===== config.mk =====
export PLATFORM = sky130hd
export DESIGN_NAME = handshake_packer_flat
export DESIGN_NICKNAME = d
export VERILOG_FILES = /design/src/rtl/handshake_packer_pkg.sv /design/src/rtl/handshake_packer_if.sv /design/src/rtl/handshake_packer_hs_out_reg.sv /design/src/rtl/handshake_packer.sv /design/src/flat_wrapper.sv
export SDC_FILE = /design/constraint.sdc
export NUM_CORES = 1
export LEC_CHECK = 0
export BUFFER_PORTS_ARGS = -buffer_cell sky130_fd_sc_hd__buf_4
export CORE_MARGIN = 5
export CORE_UTILIZATION = 61
export DETAILED_ROUTE_END_ITERATION = 8
export PLACE_DENSITY = 0.84
export SYNTH_ARGS = -nofsm -noshare
export SYNTH_HDL_FRONTEND = slang
export SYNTH_HIERARCHICAL = 1
export SYNTH_SLANG_ARGS = --single-unit

===== constraint.sdc =====
create_clock -name clk -period 5.5 [get_ports clk]
set_input_delay 0.825 -clock clk [delete_from_list [all_inputs] [get_ports clk]]
set_output_delay 0.825 -clock clk [all_outputs]
set_load 0.05 [all_outputs]

===== src/rtl/handshake_packer_pkg.sv =====
// -----------------------------------------------------------------------------
// handshake_packer_pkg
// Shared defaults for the byte-to-word packer slice.
//   DEF_DATA_W : default width of one input beat
//   DEF_RATIO  : default number of beats per packed output word
// -----------------------------------------------------------------------------
package handshake_packer_pkg;

    localparam int DEF_DATA_W = 8;
    localparam int DEF_RATIO  = 4;

endpackage


===== src/rtl/handshake_packer_if.sv =====
// -----------------------------------------------------------------------------
// handshake_packer_if
// Narrow valid/ready input stream plus the wide valid/ready/keep/last output
// stream of the packer.
//   master : drives in_valid/in_data/in_last and out_ready (source and sink side)
//   slave  : the packer; drives in_ready and the out_* word signals
// -----------------------------------------------------------------------------
interface handshake_packer_if #(
    parameter int DATA_W = 8,
    parameter int RATIO  = 4
) ();

    logic                     in_valid;
    logic [DATA_W-1:0]        in_data;
    logic                     in_last;
    logic                     in_ready;
    logic                     out_valid;
    logic [DATA_W*RATIO-1:0]  out_data;
    logic [RATIO-1:0]         out_keep;
    logic                     out_last;
    logic                     out_ready;

    modport master (
        output in_valid, in_data, in_last, out_ready,
        input  in_ready, out_valid, out_data, out_keep, out_last
    );

    modport slave (
        input  in_valid, in_data, in_last, out_ready,
        output in_ready, out_valid, out_data, out_keep, out_last
    );

endinterface


===== src/rtl/handshake_packer_hs_out_reg.sv =====
// -----------------------------------------------------------------------------
// hs_out_reg
// Single-entry valid/ready output register holding a packed word, its keep mask
// and its last flag. A load replaces the entry and keeps it valid, so a word
// can be drained and refilled at the same edge.
//   clk, rst_n : clock, asynchronous active-low reset
//   i_load     : capture i_data/i_keep/i_last and assert o_valid
//   i_ready    : downstream ready; drains the entry when no load is present
//   o_valid, o_data, o_keep, o_last : registered output word
// -----------------------------------------------------------------------------
module hs_out_reg #(
    parameter int DATA_W = 8,
    parameter int RATIO  = 4
) (
    input  logic                    clk,
    input  logic                    rst_n,
    input  logic                    i_load,
    input  logic [DATA_W*RATIO-1:0] i_data,
    input  logic [RATIO-1:0]        i_keep,
    input  logic                    i_last,
    input  logic                    i_ready,
    output logic                    o_valid,
    output logic [DATA_W*RATIO-1:0] o_data,
    output logic [RATIO-1:0]        o_keep,
    output logic                    o_last
);

    logic                    r_valid;
    logic [DATA_W*RATIO-1:0] r_data;
    logic [RATIO-1:0]        r_keep;
    logic                    r_last;

    // NOTE: sequential state uses non-blocking assignments so every register
    // samples pre-edge values regardless of statement order.
    always_ff @(posedge clk or negedge rst_n) begin
        if (!rst_n) begin
            r_valid <= 1'b0;
            r_data  <= '0;
            r_keep  <= '0;
            r_last  <= 1'b0;
        end else if (i_load) begin
            r_valid <= 1'b1;
            r_data  <= i_data;
            r_keep  <= i_keep;
            r_last  <= i_last;
        end else if (r_valid && i_ready) begin
            // Payload is left in place after the drain; only valid drops.
            r_valid <= 1'b0;
        end
    end

    assign o_valid = r_valid;
    assign o_data  = r_data;
    assign o_keep  = r_keep;
    assign o_last  = r_last;

endmodule


===== src/rtl/handshake_packer.sv =====
// -----------------------------------------------------------------------------
// handshake_packer
// Packs RATIO consecutive DATA_W-bit beats into one little-endian wide word
// (beat k at bits [k*DATA_W +: DATA_W]) with a per-beat keep mask. in_last
// flushes a partial word early. Sustains one beat per cycle without
// back-pressure.
//   clk, rst_n : clock, asynchronous active-low reset
//   bus        : handshake_packer_if.slave (in_* stream in, out_* word out)
// -----------------------------------------------------------------------------
module handshake_packer
    import handshake_packer_pkg::*;
#(
    parameter int DATA_W = DEF_DATA_W,
    parameter int RATIO  = DEF_RATIO
) (
    input  logic                   clk,
    input  logic                   rst_n,
    handshake_packer_if.slave      bus
);

    localparam int CNT_W = $clog2(RATIO);

    logic [CNT_W-1:0]        r_cnt;
    logic [DATA_W*RATIO-1:0] r_acc;
    logic [RATIO-1:0]        r_keep;

    logic                    w_in_ready;
    logic                    w_accept;
    logic                    w_complete;
    logic [DATA_W*RATIO-1:0] w_word;
    logic [RATIO-1:0]        w_word_keep;
    logic                    w_out_valid;
    logic [DATA_W*RATIO-1:0] w_out_data;
    logic [RATIO-1:0]        w_out_keep;
    logic                    w_out_last;

    // The output slot is free when empty or draining this cycle; this is the
    // only path from out_ready to any output.
    assign w_in_ready = !w_out_valid || bus.out_ready;
    assign w_accept   = bus.in_valid && w_in_ready;
    assign w_complete = w_accept && ((r_cnt == CNT_W'(RATIO - 1)) || bus.in_last);

    // Accumulator merged with the incoming beat; slots above r_cnt stay zero
    // because the accumulator is cleared after every emitted word.
    // NOTE: always_comb assigns defaults first so no path leaves a latch.
    always_comb begin
        w_word                          = r_acc;
        w_word[r_cnt*DATA_W +: DATA_W]  = bus.in_data;
        w_word_keep                     = r_keep;
        w_word_keep[r_cnt]              = 1'b1;
    end

    // NOTE: the accumulator is datapath but is still cleared on reset so an
    // interrupted partial word can never leak into the next packet.
    always_ff @(posedge clk or negedge rst_n) begin
        if (!rst_n) begin
            r_cnt  <= '0;
            r_acc  <= '0;
            r_keep <= '0;
        end else if (w_complete) begin
            r_cnt  <= '0;
            r_acc  <= '0;
            r_keep <= '0;
        end else if (w_accept) begin
            r_cnt  <= r_cnt + CNT_W'(1);
            r_acc  <= w_word;
            r_keep <= w_word_keep;
        end
    end

    hs_out_reg #(
        .DATA_W (DATA_W),
        .RATIO  (RATIO)
    ) u_out_reg (
        .clk     (clk),
        .rst_n   (rst_n),
        .i_load  (w_complete),
        .i_data  (w_word),
        .i_keep  (w_word_keep),
        .i_last  (bus.in_last),
        .i_ready (bus.out_ready),
        .o_valid (w_out_valid),
        .o_data  (w_out_data),
        .o_keep  (w_out_keep),
        .o_last  (w_out_last)
    );

    assign bus.in_ready  = w_in_ready;
    assign bus.out_valid = w_out_valid;
    assign bus.out_data  = w_out_data;
    assign bus.out_keep  = w_out_keep;
    assign bus.out_last  = w_out_last;

endmodule


===== src/flat_wrapper.sv =====
// flat-port wrapper written by rule: the top's interface ports become plain ports
module handshake_packer_flat import handshake_packer_pkg::*;
#(
    parameter int DATA_W = DEF_DATA_W,
    parameter int RATIO  = DEF_RATIO
)
  (clk, rst_n, bus_in_valid, bus_in_data, bus_in_last, bus_out_ready, bus_in_ready, bus_out_valid, bus_out_data, bus_out_keep, bus_out_last);
  handshake_packer_if #(.DATA_W(DATA_W), .RATIO(RATIO)) bus_i ();
  input  logic clk;
  input  logic rst_n;
  input wire logic [$bits(bus_i.in_valid)-1:0] bus_in_valid;
  input wire logic [$bits(bus_i.in_data)-1:0] bus_in_data;
  input wire logic [$bits(bus_i.in_last)-1:0] bus_in_last;
  input wire logic [$bits(bus_i.out_ready)-1:0] bus_out_ready;
  output wire logic [$bits(bus_i.in_ready)-1:0] bus_in_ready;
  output wire logic [$bits(bus_i.out_valid)-1:0] bus_out_valid;
  output wire logic [$bits(bus_i.out_data)-1:0] bus_out_data;
  output wire logic [$bits(bus_i.out_keep)-1:0] bus_out_keep;
  output wire logic [$bits(bus_i.out_last)-1:0] bus_out_last;
  assign bus_i.in_valid = bus_in_valid;
  assign bus_i.in_data = bus_in_data;
  assign bus_i.in_last = bus_in_last;
  assign bus_i.out_ready = bus_out_ready;
  assign bus_in_ready = bus_i.in_ready;
  assign bus_out_valid = bus_i.out_valid;
  assign bus_out_data = bus_i.out_data;
  assign bus_out_keep = bus_i.out_keep;
  assign bus_out_last = bus_i.out_last;
  handshake_packer #(.DATA_W(DATA_W), .RATIO(RATIO)) u_core (.clk(clk), .rst_n(rst_n), .bus(bus_i));
endmodule

==> impl_metrics.py, run 1 <==
metrics = {
    "status": {
        "status": "finished, final reports clean",
    },
    "floorplan": {
        "die_area_mm2": 0.00740,
        "initial_core_util": 0.633,
        "io_pins": 52,
        "die_w_um": 86.0,
        "num_rows": 27,
        "die_h_um": 86.0,
        "coreArea_mm2": 0.00557,
    },
    "cells_and_area": {
        "diodes": 0,
        "final_nets": 338,
        "nFillCells": 395,
        "final_util": 0.734,
        "finalInstanceArea_mm2": 0.00409,
        "final_cell_mix": "76 x dfrtp_1, 52 x buf_4, 32 x a22o_1",
        "layout-drive-gt1-share": 0.364,
        "area_growth_syn_to_layout_pct": 15.9,
        "layout_commonest_cell": "dfrtp_1",
    },
    "clock_network": {
        "tritoncts": "yes",
        "hold_buffers": 0,
        "clockRootBuffer": "clkbuf_8",
        "postCtsSetupBuffers": 0,
        "post_cts_resize_count": 0,
        "cts.sinks": 76,
        "cts_buffers": 9,
        "insertion_delay_ns": 0.34,
        "htreeDepth": 3,
        "clkTransAtPathRegs_ns": 0.07,
        "cts_buffer_depth": 2,
    },
    "timing": {
        "drv_slew": 0,
        "tightest_slew_ns": 0.955,
        "post-route-period-util": 0.450,
        "hold_viol": 0,
        "max_slew_margin": 0.360,
        "fmax_ghz": 0.404,
        "rsz0062_at_grt": "no",
        "finalSetupTns_ns": 0,
        "setup_viol": 0,
        "fin_crit_ns": 2.48,
        "finClkSkew_ns": 0.00926,
    },
    "yosys": {
        "netlist.area_leader.share": 0.539,
        "ys_warn_count": 6,
        "yosysSeqAreaShare": 0.539,
        "synth.ff_latch_count": 76,
        "syn_avg_cell_area_um2": 13.1,
        "syn_inst": 269,
        "yosys.area.top_type": "dfrtp_1",
        "synth_area_mm2": 0.00353,
        "synth_area_leaders": "dfrtp_1 54%, mux2_4 8.1%, a22o_1 7.9%",
        "synth_nets": 290,
        "ys_types": 38,
    },
    "drt": {
        "drc": 0,
        "drt_iter0_drc": 134,
        "wire_per_inst_um": 18.4,
        "drt-vias-per-instance": 5.95,
        "ant_nets": 0,
        "via_count": 2339,
        "drt_pass1_iterations": 4,
        "wirelength_mm": 7.25,
    },
    "hold_path": {
        "min_path_type": "reg2reg",
        "min_from": "u_core/r_acc[28]",
    },
    "critical_path": {
        "r2r-start": "u_core/r_cnt[0]",
        "crit_chain": "inv_2 -> ha_1 -> nand2b_1 -> nor4_4 -> a22o_1 -> mux2_4",
        "critical_path.top_delay_family": "simple AND/OR/NAND/NOR gates",
        "critPathBufInv": 1,
        "cp_slowest_cell": "nor4_4",
        "arrival_ns": 2.75,
        "cp-start-kind": "flip-flop",
        "ff2ff_setup_slack_ns": 3.02,
        "crit_required_ns": 5.78,
        "worstPathMaxFanout": 16,
        "crit_start": "u_core/r_cnt[0]",
        "end_kind": "flip-flop",
        "crit_type": "reg2reg",
        "max_stage_delay_ns": 0.62,
    },
    "placement": {
        "finalWeightedCongestion": 0.789,
        "port_buffers": 51,
        "placed_cell_area_mm2": 0.00391,
        "hpwl_mm": 4.77,
    },
    "grt": {
        "grt-ovfl-total": 0,
        "grt_pass1_vias": 2468,
        "grt_pass1_wl_mm": 12.7,
        "track_usage": 0.221,
        "grt_max_degree": 77,
        "antenna_found_initial": 0,
    },
    "power": {
        "p_leak_nw": 2.00,
        "ir_drop_uv": 302,
        "p_per_area_mw_per_mm2": 364,
    },
    "job": {
        "maxCapViolCount": 0,
    },
}
## through the flow
stage	hold WS (ns)	total power [mW]	cells	setup WS, ns
final	0.492	1.49	393	3.02
after global routing	0.518	1.57	393	2.81
after CTS	0.493	1.50	393	3.05
after detailed placement	0.474	1.09	378	3.07
after global placement	0.470	1.08	378	3.14
after floorplan	0.454	0.972	269	3.38
## metal layers
metal / routed length (µm) / track usage / vias up / share of wire
li1: - / - / 1084 / -
met1: 3260 / 0.305 / 1190 / 0.45
met2: 3520 / 0.342 / 58 / 0.49
met3: 380 / 0.0538 / 7 / 0.052
met4: 83 / 0.0748 / 0 / 0.011
met5: 0 / 0 / - / 0
## cells in the mapped netlist
cell type   n
dfrtp_1    76
a22o_1     32
mux2_4     19
inv_1      18
mux2_2     18
a32o_1     14
nand2_1    13
buf_2       8
ha_1        8
o21ai_1     8
o21ai_0     7
buf_6       5
o2bb2ai_1   5
nor2_1      4
or2_2       4
a31oi_1     3
inv_2       3
a21o_1      2
o211ai_1    2
o211ai_2    2
a21oi_1     1
and2b_1     1
and4_1      1
and4_4      1
and4b_1     1
and4bb_1    1
and4bb_2    1
buf_4       1
clkbuf_1    1
nand2b_1    1
nand3_1     1
nor2b_1     1
nor2b_2     1
nor3_1      1
nor3_2      1
nor4_2      1
nor4_4      1
or2_1       1
## report_power, final
part	switching, mW	internal [mW]
Combinational	0.287	0.144
Sequential	0.0359	0.615
Clock	0.187	0.220
## state kept, by name, summed over array words and instances, names as in the netlist
name and cells:
u_core/r_cnt 2, u_core/u_out_reg/o_valid 1, u_core/u_out_reg/o_keep 4, u_core/r_keep 4
u_core/r_acc 32, u_core/u_out_reg/o_data 32, u_core/u_out_reg/o_last 1
## worst paths after layout
path | end | cells after the start
max | u_core/u_out_reg/o_data[17] | 6
min reg2reg | u_core/r_acc[28] | 1
min | u_core/r_acc[28] | 1
min in group asynchronous | u_core/u_out_reg/o_data[24] | 1
max in group asynchronous | u_core/r_acc[11] | 1
max reg2reg | u_core/u_out_reg/o_data[17] | 6
## cell type report
type | count | area, µm² | share of cell area
multi-input combinational | 157 | 1440 | 0.353
sequential | 76 | 1900 | 0.465
timing repair buffer | 52 | 390 | 0.0955
tap | 72 | 90.1 | 0.0220
clock inverter | 2 | 35.0 | 0.00857
clock buffer | 13 | 149 | 0.0364
inverter | 21 | 78.8 | 0.0193
## logic make-up (layout without fill, tap and decap cells)
group,count (synthesis),count (layout),synth area share
buf+inv,36,88,0.0529
simple gates,36,36,0.0660
fa+ha+maj,8,8,0.0284
compound gates,76,76,0.175
mux,37,37,0.138
flops,76,76,0.539
(Power assumes the default switching activity.)
==> run 2: changes to the inputs <==
--- a/config.mk
+++ b/config.mk
@@ -7,9 +7,9 @@
 export LEC_CHECK = 0
 export BUFFER_PORTS_ARGS = -buffer_cell sky130_fd_sc_hd__buf_4
 export CORE_MARGIN = 5
-export CORE_UTILIZATION = 61
+export CORE_UTILIZATION = 57
 export DETAILED_ROUTE_END_ITERATION = 8
-export PLACE_DENSITY = 0.84
+export PLACE_DENSITY = 0.8
 export SYNTH_ARGS = -nofsm -noshare
 export SYNTH_HDL_FRONTEND = slang
 export SYNTH_HIERARCHICAL = 1
==> constraint.sdc (replaced) <==
create_clock -name clk -period 2.3 [get_ports clk]
set_input_delay 0.345 -clock clk [delete_from_list [all_inputs] [get_ports clk]]
set_output_delay 0.345 -clock clk [all_outputs]
set_load 0.05 [all_outputs]
==> impl_metrics.py, run 2 (synthesis gave the netlist of run 1 again) <==
metrics = {
    "status": {
        "status": "finished with violations",
        "violations": "hold timing",
    },
    "grt": {
        "grt_pass1_wl_mm": 12.9,
        "grt-ovfl-total": 0,
        "grt_max_degree": 45,
        "antenna_found_initial": 0,
        "track_usage": 0.215,
        "grt_pass1_vias": 2585,
    },
    "drt": {
        "ant_nets": 0,
        "via_count": 2468,
        "wire_per_inst_um": 18.9,
        "wirelength_mm": 7.69,
        "drt-vias-per-instance": 6.08,
        "drc": 0,
        "drt_pass1_iterations": 4,
        "drt_iter0_drc": 162,
    },
    "power": {
        "comb_power_share": 0.301,
        "p_leak_nw": 2.05,
        "seq_power_share": 0.434,
        "p_clk_frac": 0.265,
        "cell_internal_pwr_mw": 2.32,
        "power.switching_mw": 1.26,
        "p_sw_frac": 0.352,
        "p_per_area_mw_per_mm2": 855,
        "ir_drop_uv": 619,
    },
    "clock_network": {
        "insertion_delay_ns": 0.33,
        "clkTransAtPathRegs_ns": 0.08,
        "htreeDepth": 3,
        "clockRootBuffer": "clkbuf_8",
        "hold_buffers": 0,
        "tritoncts": "yes",
        "cts.sinks": 76,
        "cts_buffers": 9,
        "cts_buffer_depth": 2,
        "post_cts_resize_count": 0,
    },
    "job": {
        "maxCapViolCount": 0,
    },
    "critical_path": {
        "crit_type": "reg2reg",
        "end_kind": "flip-flop",
        "cp-start-kind": "flip-flop",
        "arrival_ns": 2.34,
        "crit_required_ns": 2.52,
        "worstPathMaxFanout": 6,
    },
    "timing": {
        "tightest_slew_ns": 0.559,
        "rsz0062_at_grt": "no",
        "hold_viol": 2,
        "finalSetupTns_ns": 0,
        "max_slew_margin": 0.624,
        "finClkSkew_ns": 0.00698,
        "setup_viol": 0,
        "fmax_ghz": 0.470,
        "post-route-period-util": 0.925,
        "drv_slew": 0,
        "fin_crit_ns": 2.13,
        "worst_hold_slack_ns": -0.00494,
    },
    "cells_and_area": {
        "layout-drive-gt1-share": 0.393,
        "diodes": 0,
        "area_growth_syn_to_layout_pct": 18.8,
        "final_nets": 347,
        "layout_commonest_cell": "dfrtp_1",
        "nFillCells": 424,
        "final_cell_mix": "76 x dfrtp_1, 59 x buf_4, 32 x a22o_1",
    },
    "floorplan": {
        "num_rows": 28,
        "die_area_mm2": 0.00786,
        "io_pins": 52,
        "coreArea_mm2": 0.00596,
        "initial_core_util": 0.592,
        "die_h_um": 88.7,
        "die_w_um": 88.7,
    },
    "placement": {
        "hpwl_mm": 5.23,
        "finalWeightedCongestion": 0.798,
        "port_buffers": 51,
    },
    "hold_path": {
        "min_path_type": "in2async",
    },
}
## run 2: cell types whose count changed in the layout (fill, tap and decap cells not counted), sizes merged
cell | before | now
clkinvlp | 0 | 1
clkinv | 1 | 3
buf | 52 | 61
clkbuf | 13 | 12
bufinv | 1 | 0
## run 2: area by class of cell
cell class                      count  area [µm²]  share of cell area
Clock buffer                       12         165              0.0394
Clock inverter                      4        22.5             0.00538
Inverter                           21        78.8              0.0188
Multi-Input combinational cell    157        1440               0.345
Sequential cell                    76        1900               0.454
Tap cell                           75        93.8              0.0224
Timing Repair Buffer               61         483               0.115
## run 2: path summary, 6_finish.rpt
path                                  start                          end  slack (ns)  cells past startpoint
min in group clk                bus_in_last      u_core/u_out_reg/o_last        0.28                      2
min reg2reg                u_core/r_keep[2]             u_core/r_keep[2]        0.49                      2
min                                   rst_n  u_core/u_out_reg/o_data[23]      -0.005                      1
max                         u_core/r_cnt[1]  u_core/u_out_reg/o_data[31]        0.17                      6
max in group asynchronous             rst_n   u_core/u_out_reg/o_data[5]        1.73                      2
max reg2reg                 u_core/r_cnt[1]  u_core/u_out_reg/o_data[31]        0.17                      6
## run 2: layer usage
metal,up-vias,part of all wire,GRT usage
met4,0,0.020,0.0838
li1,1108,-,-
met1,1242,0.44,0.293
met2,102,0.49,0.341
met3,16,0.055,0.0419
met5,-,0,0
## run 2: critical path, cell delays in order, from the launching register on
cell	delay [ns]
dfrtp_1	0.45
inv_1	0.16
ha_1	0.39
and4bb_2	0.31
and2b_1	0.23
a22o_1	0.20
mux2_2	0.27
## run 2: per-stage QoR
| step | instance area (µm²) | cells | utilization | worst slack, ns | power, mW |
|---|---|---|---|---|---|
| final | 4190 | 406 | 0.703 | 0.172 | 3.58 |
| after global routing | 4190 | 406 | 0.703 | 0.0969 | 3.76 |
| after CTS | 4170 | 405 | 0.700 | 0.188 | 3.59 |
| after detailed placement | 3980 | 389 | 0.668 | 0.211 | 2.65 |
| after global placement | 3980 | 389 | 0.668 | 0.332 | 2.62 |
| after floorplan | 3530 | 269 | - | 0.251 | 2.32 |
## run 2: power by group through the flow
stage	registers [mW]	logic [mW]	clock network, mW
after global routing	1.57	1.15	1.04
after global placement	1.57	1.05	0
after floorplan	1.88	0.445	0
after detailed placement	1.58	1.07	0
after CTS	1.55	1.07	0.962
final	1.55	1.08	0.948
## run 2: repair_timing
item	4_1_cts	5_1_grt
hold endpoints to repair	0	0
setup endpoints to repair	0	6
setup buffers	0	1
==> run 3: changes to the inputs <==
--- a/config.mk
+++ b/config.mk
@@ -12,5 +12,4 @@
 export PLACE_DENSITY = 0.8
 export SYNTH_ARGS = -nofsm -noshare
 export SYNTH_HDL_FRONTEND = slang
-export SYNTH_HIERARCHICAL = 1
 export SYNTH_SLANG_ARGS = --single-unit
==> impl_metrics.py, run 3 <==
metrics = {
    "timing": {
        "tightest_slew_ns": 0.943,
        "max_slew_margin": 0.368,
        "drv_slew": 0,
        "setup_viol": 0,
        "finClkSkew_ns": 0.00888,
        "fin_crit_ns": 2.17,
        "finalSetupTns_ns": 0,
        "fmax_ghz": 0.461,
        "hold_viol": 0,
        "rsz0062_at_grt": "no",
        "post-route-period-util": 0.944,
    },
    "clock_network": {
        "insertion_delay_ns": 0.36,
        "clkTransAtPathRegs_ns": 0.08,
        "tritoncts": "yes",
        "cts.sinks": 76,
        "htreeDepth": 3,
        "cts_buffers": 9,
        "cts_buffer_depth": 2,
        "clockRootBuffer": "clkbuf_8",
    },
    "yosys": {
        "yosysSeqAreaShare": 0.526,
        "yosys-top-cells-count": "76 x dfrtp_1, 51 x a31oi_1, 32 x a21oi_1, 15 x buf_2",
        "yosys.area.top_type": "dfrtp_1",
        "netlist.area_leader.share": 0.526,
        "ys.flop_type": "dfrtp_1",
        "yosysMostFrequentCell": "dfrtp_1",
        "synth_nets": 346,
        "synthArstFlopShare": 1.00,
        "ys_types": 43,
        "synth.ff_latch_count": 76,
        "ys_warn_count": 0,
        "syn_inst": 325,
        "synth_area_mm2": 0.00362,
        "synth_area_leaders": "dfrtp_1 53%, a31oi_1 8.8%, a21oi_1 4.4%",
        "syn_avg_cell_area_um2": 11.1,
        "synth_edf_count": 0,
    },
    "power": {
        "p_per_area_mw_per_mm2": 1020,
        "total_power_mw": 4.33,
        "ir_drop_uv": 584,
        "p_leak_nw": 1.83,
    },
    "floorplan": {
        "initial_core_util": 0.576,
        "io_pins": 52,
        "num_rows": 29,
        "die_h_um": 89.7,
        "die_w_um": 89.7,
        "coreArea_mm2": 0.00628,
        "die_area_mm2": 0.00804,
    },
    "critical_path": {
        "crit_type": "reg2reg",
        "max_stage_delay_ns": 0.62,
        "crit_required_ns": 2.58,
        "arrival_ns": 2.45,
        "cp_slowest_cell": "nor3b_2",
        "crit_chain": "inv_1 -> ha_1 -> nor3b_2 -> nand3_1 -> o2bb2ai_1",
        "r2r-start": "u_core.r_cnt[0]",
        "end_kind": "flip-flop",
        "ff2ff_setup_slack_ns": 0.13,
        "cp-start-kind": "flip-flop",
        "rr_endpoint": "u_core.r_acc[10]",
        "reg2reg_depth": 5,
        "worstPathMaxFanout": 10,
    },
    "cells_and_area": {
        "diodes": 0,
        "layout-drive-gt1-share": 0.253,
        "final_nets": 392,
        "final_cells": 452,
        "layout_commonest_cell": "dfrtp_1",
        "final_cell_mix": "76 x dfrtp_1, 65 x buf_4, 51 x a31oi_1",
        "final_util": 0.677,
        "register_area_mm2": 0.00190,
        "area_growth_syn_to_layout_pct": 17.5,
        "multiInputGateArea_mm2": 0.00153,
        "nFillCells": 479,
    },
    "placement": {
        "hpwl_mm": 6.29,
        "port_buffers": 51,
        "finalWeightedCongestion": 0.877,
        "place_inst": 435,
    },
    "grt": {
        "track_usage": 0.253,
        "grt-ovfl-total": 0,
        "grt_max_degree": 54,
        "grt_pass1_vias": 2901,
        "antenna_found_initial": 0,
        "grt_pass1_wl_mm": 15.2,
    },
    "drt": {
        "drt_iter0_drc": 256,
        "met3WireLength_um": 766,
        "highest_layer": "met4",
        "drt-vias-per-instance": 6.73,
        "drc": 0,
        "wl_met2_mm": 4.39,
        "via_count": 3044,
        "drt_pass1_iterations": 5,
        "drt-met1-wl_mm": 4.18,
        "wire_per_inst_um": 21.0,
        "wirelength_mm": 9.51,
        "ant_nets": 0,
    },
    "hold_path": {
        "whs_path_depth": 2,
        "min_path_type": "in2reg",
        "min_from": "bus_in_last",
        "worstHoldEndpoint": "u_core.u_out_reg.o_last",
    },
    "job": {
        "maxCapViolCount": 0,
    },
    "status": {
        "status": "finished, final reports clean",
    },
}
==> run 3: cell count changes after synthesis, moves of 8 or more <==
cell / previous run / this run
o21ai_1: 8 / 0
a31oi_1: 3 / 51
nor2b_1: 1 / 12
a21oi_1: 1 / 32
nand4_1: 0 / 12
mux2_4: 19 / 0
mux2_2: 18 / 1
nand3_1: 1 / 9
inv_1: 18 / 4
a22o_1: 32 / 9
nand2b_1: 1 / 13
nand2_1: 13 / 3
==> run 3: routing by layer <==
metal	GRT usage	vias up
li1	-	1344
met3	0.0757	21
met4	0.0947	0
met5	0	-
met2	0.381	138
met1	0.345	1541
==> run 3: final cells by class <==
type                            instances  area share
Clock inverter                          1     0.00118
Inverter                                5     0.00441
Multi-Input combinational cell        212       0.360
Clock buffer                           14      0.0430
Timing Repair Buffer                   67       0.122
Tap cell                               77      0.0227
Sequential cell                        76       0.447
==> run 3: cell families (layout without fill, tap and decap cells) <==
kind of cell,count (synthesis),in the layout,share of synthesized area
compound gates,131,131,0.259
flops,76,76,0.526
simple gates,72,72,0.131
buf+inv,37,87,0.0529
fa+ha+maj,8,8,0.0277
mux,1,1,0.00311
==> run 3: what timing repair did <==
action                                 4_1_cts  5_1_grt
buffers inserted                             0        1
hold buffers                                 1        0
setup endpoints to repair                    0        6
resized for setup                            0        0
endpoints found under the hold margin       38        0
==> run 3: power by group <==
part | leakage, nW | switching [mW] | internal [mW] | total (mW)
combinational | 0.755 | 1.16 | 0.517 | 1.67
sequential | 0.974 | 0.136 | 1.54 | 1.68
clock | 0.0986 | 0.475 | 0.503 | 0.978
total | 1.83 | 1.77 | 2.57 | 4.33
==> run 3: worst max-delay path, delay by kind of cell, from the launching register on <==
kind,cells,cell delay [ns]
and+or+nand+nor,2,0.94
adders and majority gates,1,0.34
AOI/OAI and AO/OA,1,0.23
buffers and inverters,1,0.14
DFF,1,0.45
==> run 3: through the flow <==
stage / hold slack, ns / area (µm²) / worst slack [ns]
after floorplan: 0.0494 / 3620 / 0.440
after global placement: 0.345 / 4050 / 0.301
after detailed placement: 0.346 / 4050 / 0.0965
after CTS: 0.276 / 4240 / 0.0684
after global routing: 0.291 / 4250 / 0.0467
final: 0.295 / 4250 / 0.129
==> run 3: how the worst max path moves through the flow <==
| stage | start | endpoint | slack [ns] | depth (start not counted) |
|---|---|---|---|---|
| global placement | u_core.r_cnt[0] | u_core.r_acc[21] | 0.30 | 5 |
| detailed placement | u_core.r_cnt[0] | u_core.r_acc[23] | 0.1 | 5 |
| floorplan | u_core.r_cnt[0] | u_core.r_acc[0] | 0.44 | 7 |
| global route | u_core.r_cnt[1] | u_core.u_out_reg.o_data[23] | 0.05 | 5 |
| finish | u_core.r_cnt[0] | u_core.r_acc[10] | 0.13 | 5 |
| CTS | u_core.r_cnt[0] | u_core.r_acc[19] | 0.07 | 5 |
